**src/rtl/regfile_arbiter_pkg.sv**
```systemverilog
// Shared definitions for the register-file command-port arbiter:
// default widths, requester IDs and the lock FSM state encoding.
package regfile_arbiter_pkg;

    localparam int DEF_DATA_W   = 16;
    localparam int DEF_ADDR_W   = 4;
    localparam int DEF_MAX_LOCK = 4;

    // Wide enough for any MAX_LOCK in 1..15.
    localparam int CNT_W = 4;

    localparam logic REQ0 = 1'b0;
    localparam logic REQ1 = 1'b1;

    typedef enum logic {
        IDLE  = 1'b0,
        OWNED = 1'b1
    } state_t;

endpackage

```
**src/rtl/regfile_arbiter_rr_grant2.sv**
```systemverilog
// Two-input round-robin picker: grants the lone valid requester, or the one
// named by ptr when both are valid; ptr_next points at the loser.
module regfile_arbiter_rr_grant2
    import regfile_arbiter_pkg::*;
(
    input  logic v0,
    input  logic v1,
    input  logic ptr,
    output logic gnt_any,
    output logic gnt_id,
    output logic ptr_next
);

    always_comb begin
        gnt_any = v0 | v1;
        if (v0 && v1) begin
            gnt_id = ptr;
        end else if (v1) begin
            gnt_id = REQ1;
        end else begin
            gnt_id = REQ0;
        end
        ptr_next = ~gnt_id;
    end

endmodule

```
**src/rtl/regfile_arbiter.sv**
```systemverilog
// Shares the register file's single command port between two requesters with
// round-robin fairness, bounded lock ownership and a one-cycle response stage.
module regfile_arbiter
    import regfile_arbiter_pkg::*;
#(
    parameter int DATA_W   = DEF_DATA_W,
    parameter int ADDR_W   = DEF_ADDR_W,
    parameter int MAX_LOCK = DEF_MAX_LOCK
) (
    input  logic              clk,
    input  logic              rst,

    input  logic              req0_valid,
    output logic              req0_ready,
    input  logic              req0_we,
    input  logic              req0_lock,
    input  logic [ADDR_W-1:0] req0_aa,
    input  logic [ADDR_W-1:0] req0_ba,
    input  logic [ADDR_W-1:0] req0_da,
    input  logic [DATA_W-1:0] req0_wd,
    output logic              rsp0_valid,
    output logic [DATA_W-1:0] rsp0_a,
    output logic [DATA_W-1:0] rsp0_b,

    input  logic              req1_valid,
    output logic              req1_ready,
    input  logic              req1_we,
    input  logic              req1_lock,
    input  logic [ADDR_W-1:0] req1_aa,
    input  logic [ADDR_W-1:0] req1_ba,
    input  logic [ADDR_W-1:0] req1_da,
    input  logic [DATA_W-1:0] req1_wd,
    output logic              rsp1_valid,
    output logic [DATA_W-1:0] rsp1_a,
    output logic [DATA_W-1:0] rsp1_b,

    output logic              rf_en,
    output logic              rf_rw,
    output logic [ADDR_W-1:0] rf_aa,
    output logic [ADDR_W-1:0] rf_ba,
    output logic [ADDR_W-1:0] rf_da,
    output logic [DATA_W-1:0] rf_d,
    input  logic [DATA_W-1:0] rf_a,
    input  logic [DATA_W-1:0] rf_b
);

    localparam logic [CNT_W-1:0] MAX_CNT = CNT_W'(MAX_LOCK);

    state_t           state;
    logic             ptr;
    logic             owner;
    logic [CNT_W-1:0] lock_cnt;
    logic             rsp_pend;
    logic             rsp_sel;

    logic [1:0] req_valid;
    logic [1:0] pick_valid;
    logic       other;
    logic       force_rel;
    logic       gnt;
    logic       gnt_id;
    logic       gnt_lock;
    logic       ptr_next;

    assign req_valid = {req1_valid, req0_valid};
    assign other     = ~owner;
    assign force_rel = (state == OWNED) && (lock_cnt == MAX_CNT) && req_valid[other];

    // While owned, only one requester is presented to the picker: the owner,
    // or the other side when the owner is absent or being forced out.
    always_comb begin
        pick_valid = req_valid;
        if (state == OWNED) begin
            pick_valid = 2'b00;
            if (req_valid[owner] && !force_rel) begin
                pick_valid[owner] = 1'b1;
            end else begin
                pick_valid[other] = req_valid[other];
            end
        end
        if (rst) begin
            pick_valid = 2'b00;
        end
    end

    regfile_arbiter_rr_grant2 u_rr_grant2 (
        .v0       (pick_valid[0]),
        .v1       (pick_valid[1]),
        .ptr      (ptr),
        .gnt_any  (gnt),
        .gnt_id   (gnt_id),
        .ptr_next (ptr_next)
    );

    assign req0_ready = gnt && (gnt_id == REQ0);
    assign req1_ready = gnt && (gnt_id == REQ1);
    assign gnt_lock   = (gnt_id == REQ1) ? req1_lock : req0_lock;

    // NOTE: every output gets a default first so no path leaves it unassigned,
    // which keeps this block purely combinational (no inferred latches).
    always_comb begin
        rf_en = 1'b0;
        rf_rw = 1'b0;
        rf_aa = '0;
        rf_ba = '0;
        rf_da = '0;
        rf_d  = '0;
        if (gnt) begin
            rf_en = 1'b1;
            if (gnt_id == REQ1) begin
                rf_rw = req1_we;
                rf_aa = req1_aa;
                rf_ba = req1_ba;
                rf_da = req1_da;
                rf_d  = req1_wd;
            end else begin
                rf_rw = req0_we;
                rf_aa = req0_aa;
                rf_ba = req0_ba;
                rf_da = req0_da;
                rf_d  = req0_wd;
            end
        end
    end

    // NOTE: state registers use non-blocking assignments so every flop samples
    // the pre-edge values, independent of statement order.
    always_ff @(posedge clk) begin
        if (rst) begin
            state    <= IDLE;
            ptr      <= REQ0;
            owner    <= REQ0;
            lock_cnt <= '0;
            rsp_pend <= 1'b0;
            rsp_sel  <= REQ0;
        end else begin
            rsp_pend <= gnt;
            rsp_sel  <= gnt_id;
            if (gnt && gnt_lock) begin
                state <= OWNED;
                owner <= gnt_id;
                if (state == OWNED && owner == gnt_id) begin
                    lock_cnt <= (lock_cnt == MAX_CNT) ? MAX_CNT : lock_cnt + 1'b1;
                end else begin
                    lock_cnt <= CNT_W'(1);
                end
            end else begin
                state    <= IDLE;
                lock_cnt <= '0;
            end
            if (gnt) begin
                ptr <= ptr_next;
            end
        end
    end

    // A response in flight when rst rises is dropped immediately.
    assign rsp0_valid = rsp_pend && !rst && (rsp_sel == REQ0);
    assign rsp1_valid = rsp_pend && !rst && (rsp_sel == REQ1);
    assign rsp0_a     = rsp0_valid ? rf_a : '0;
    assign rsp0_b     = rsp0_valid ? rf_b : '0;
    assign rsp1_a     = rsp1_valid ? rf_a : '0;
    assign rsp1_b     = rsp1_valid ? rf_b : '0;

endmodule

```
**config.mk**
```make
export PLATFORM = sky130hd
export DESIGN_NAME = regfile_arbiter
export DESIGN_NICKNAME = d
export VERILOG_FILES = /design/src/rtl/regfile_arbiter_pkg.sv /design/src/rtl/regfile_arbiter_rr_grant2.sv /design/src/rtl/regfile_arbiter.sv
export SDC_FILE = /design/constraint.sdc
export NUM_CORES = 1
export LEC_CHECK = 0
export CORE_ASPECT_RATIO = 0.9
export CORE_MARGIN = 4
export CORE_UTILIZATION = 21
export CTS_CLUSTER_DIAMETER = 80
export CTS_CLUSTER_SIZE = 25
export DETAILED_ROUTE_END_ITERATION = 10
export PLACE_DENSITY_LB_ADDON = 0.25
export RECOVER_POWER = 50
export SLEW_MARGIN = 15
export SYNTH_ARGS = -nofsm -noshare
export SYNTH_HDL_FRONTEND = slang
export SYNTH_SLANG_ARGS = --single-unit
export TNS_END_PERCENT = 1
```
**constraint.sdc**
```tcl
create_clock -name clk -period 2 [get_ports clk]
set_input_delay 0.3 -clock clk [delete_from_list [all_inputs] [get_ports clk]]
set_output_delay 0.3 -clock clk [all_outputs]
set_load 0.03 [all_outputs]
```
==> impl_metrics.csv <==
group,metric,value,unit
cells_and_area,fin_nets,479,
routing,ant_nets,0,
clock_tree,clock_latency,0.23,ns
cells_and_area,num-fill-cells,488,
placed_design,gp_congestion,0.782,
clock_tree,clk_pin_slew,0.05,ns
yosys,ys_types,30,
yosys,yosysSeqAreaShare,14.5,%
global_route,grt_max_degree,34,
yosys,ys_ff_latch,9,
pwr,power_density,312,nW/um^2
global_route,grt_overflow_total,0,
cells_and_area,stdcell_area,3620,sq um
critical_path,required,1.70,ns
yosys,synth_area,1240,sq um
global_route,grt_pass1_vias,1988,
yosys,synth_nets,268,
critical_path,worstPathMaxFanout,19,
sta,finalHoldViolations,0,
floorplanning,die_h,81.0,um
clock_tree,cts_buffer_depth,2,
critical_path,endpoint_kind,"primary output",
floorplanning,dieWidth,89.1,um
routing,drt_pre_antenna_iters,4,
routing,wl_per_cell,14.4,um
pwr,p_leak,1.68,nW
sta,period_needed,2.44,ns
cells_and_area,diodes,0,
cells_and_area,multiInputGateArea,1190,sq um
yosys,postSynthCellCount,170,
critical_path,crit_type,"reg2out",
yosys,yosys_warnings,0,
placed_design,postPlaceCellArea,3380,sq um
routing,drc,0,
min_path,hold_path_class,"in2reg",
sta,setup_ws,-0.443,ns
global_route,grt_pass1_wl,9180,um
floorplanning,die_area,7210,sq um
sta,grt_setup_unrepaired,"true",
placed_design,place_hpwl,5420,um
sta,fin_tns_setup,-12.45,ns
sta,tightestPinTransition,0.274,ns
cells_and_area,register_area,183,sq um
global_route,antenna_found_initial,0,
clock_tree,htreeDepth,1,
critical_path,regToRegSetupSlack,-0.11,ns
floorplanning,start_util,21.8,%
floorplanning,ioPinCount,194,
routing,drt-initial-drc-count,48,
clock_tree,cts_root_buf,"clkbuf_8",
sta,fmax,0.409,GHz
clock_tree,cts_sinks,9,
placed_design,port_buffers,193,
flow_run,maxCapViolations,0,
status,outcome,"finished, violations left",
sta,relSlewSlack,81.7,%
pwr,ir_drop,0.275,mV
placed_design,dp_slack,-0.319,ns
sta,skew,0.00292,ns
critical_path,arrival,2.14,ns
yosys,syn_avg_cell_area,7.31,sq um
cells_and_area,syn2layout_area_growth,192,%
clock_tree,cts_tree,"done",
routing,via_per_inst,4.48,
routing,routed_wl,6490,um
routing,num_vias,2015,
sta,period_share,122,%
sta,setup_viol,35,
clock_tree,cts_inserted_buffers,3,
status,violations,"setup timing",
critical_path,start_kind,"register",
cells_and_area,drive_gt1_share,43.9,%
global_route,track_usage,16.1,%
floorplanning,coreArea,5690,sq um
sta,finalMaxSlewViolations,0,
floorplanning,fp-row-count,26,
per-stage QoR:
| step | hold WS (ns) | util [%] | total power, mW | cells |
|---|---|---|---|---|
| floorplan | 0.369 | - | 0.509 | 170 |
| global placement | 0.528 | 59.3 | 0.870 | 443 |
| detailed placement | 0.549 | 59.3 | 0.876 | 443 |
| CTS | 0.560 | 63.3 | 1.14 | 450 |
| global route | 0.601 | 63.7 | 1.19 | 450 |
| finish | 0.587 | 63.7 | 1.13 | 450 |
layout by cell type (no fill, tap or decap), drive strengths merged:
| cell type | synthesis | layout |
|---|---|---|
| clkbuf | 6 | 4 |
| nand2 | 13 | 13 |
| buf | 6 | 123 |
| mux2 | 1 | 1 |
| ha | 2 | 2 |
| and3b | 2 | 2 |
| nor4b | 1 | 1 |
| dfxtp | 9 | 9 |
| mux2i | 1 | 1 |
| a22oi | 1 | 1 |
| nor2b | 2 | 2 |
| o311a | 2 | 2 |
| a2bb2oi | 1 | 1 |
| a22o | 24 | 24 |
| nand2b | 2 | 2 |
| nor3b | 1 | 1 |
| a21bo | 1 | 1 |
| nor3 | 3 | 3 |
| nand3 | 4 | 4 |
| xor2 | 1 | 1 |
| nor2 | 5 | 5 |
| o21ai | 6 | 6 |
| nand3b | 3 | 3 |
| and2 | 65 | 65 |
| a211oi | 2 | 2 |
| inv | 3 | 3 |
| o211ai | 1 | 1 |
| dlygate4sd2 | 0 | 1 |
| clkdlybuf4s50 | 0 | 93 |
| dlygate4sd3 | 0 | 1 |
| a21oi | 2 | 2 |
cell usage after synthesis:
cell | number | area share, %
inv_1 | 3 | 0.91
nor3b_1 | 1 | 0.60
a22o_1 | 24 | 17
mux2i_2 | 1 | 1.1
and3b_1 | 2 | 1.4
a211oi_1 | 1 | 0.60
buf_4 | 1 | 0.60
dfxtp_1 | 9 | 15
o311a_1 | 2 | 1.6
nand3_1 | 4 | 1.6
a21oi_1 | 2 | 0.81
xor2_1 | 1 | 0.71
a2bb2oi_1 | 1 | 0.71
and2_1 | 65 | 33
o21ai_0 | 6 | 2.4
ha_1 | 2 | 2.0
mux2_4 | 1 | 1.2
nand3b_1 | 3 | 1.8
clkbuf_1 | 6 | 1.8
a22oi_2 | 1 | 1.0
nor3_1 | 3 | 1.2
o211ai_1 | 1 | 0.60
nor2b_1 | 2 | 1.0
nor2_1 | 5 | 1.5
a21bo_2 | 1 | 0.81
a211oi_4 | 1 | 1.6
nand2b_1 | 2 | 1.0
buf_2 | 5 | 2.0
nand2_1 | 13 | 3.9
nor4b_2 | 1 | 1.2
routing by layer:
metal  track usage, %  up-vias  wire [um]
met1             15.0      892       2090
met3             5.48        6        751
met5                0        -          0
met2             33.1      101       3580
met4             3.13        0         76
li1                 -     1016          -
sequential cells by signal (all words and copies together) (netlist names):
register / flops
state: 1
rsp_sel: 1
rsp_pend: 1
lock_cnt: 4
owner: 1
ptr: 1
final cells by class:
class	instances	share of cell area (%)
Clock buffer	4	1.24
Inverter	3	0.311
Multi-Input combinational cell	146	32.7
Sequential cell	9	5.04
Tap cell	70	2.42
Timing Repair Buffer	218	58.3
report_power, final:
part,internal (mW),leakage (nW),switching [mW],total (mW)
clock,0.139,0.0228,0.0715,0.210
sequential,0.188,0.0746,0.00661,0.195
combinational,0.405,1.58,0.321,0.726
cells by family (layout without fill, tap and decap cells):
kind of cell    count (synthesis)  after routing  synth area share [%]
xor+xnor                        1              1                 0.705
buf+inv                        15            225                  5.34
compound gates                 40             40                  27.1
mux                             2              2                  2.32
simple gates                  101            101                  48.0
flops                           9              9                  14.5
fa+ha+maj                       2              2                  2.01
critical path, stage by stage, from the launching register on:
cell and delay (ns):
dfxtp_2 0.33, inv_2 0.04, ha_4 0.15, and3b_2 0.24
mux2i_4 0.21, o311a_4 0.35, buf_12 0.17, a22o_4 0.25
buf_4 0.16
worst paths after layout:
check / to / depth (start not counted) / startpoint
worst min-delay path: owner / 3 / rst
worst max register to register: lock_cnt[3] / 10 / lock_cnt[1]
worst min register to register: ptr / 2 / ptr
worst max-delay path: rf_d[14] / 8 / lock_cnt[0]
repair_timing:
| item | 4_1_cts | 5_1_grt |
|---|---|---|
| resized for setup | 37 | 5 |
| buffers inserted | 2 | 0 |
| hold buffers | 0 | 0 |
| endpoints found under the hold margin | 0 | 0 |
| cloned | 1 | 0 |
| endpoints found under the setup margin | 63 | 37 |
| pin swaps | 6 | 10 |
Note: power is estimated with default switching activity, not from simulation.
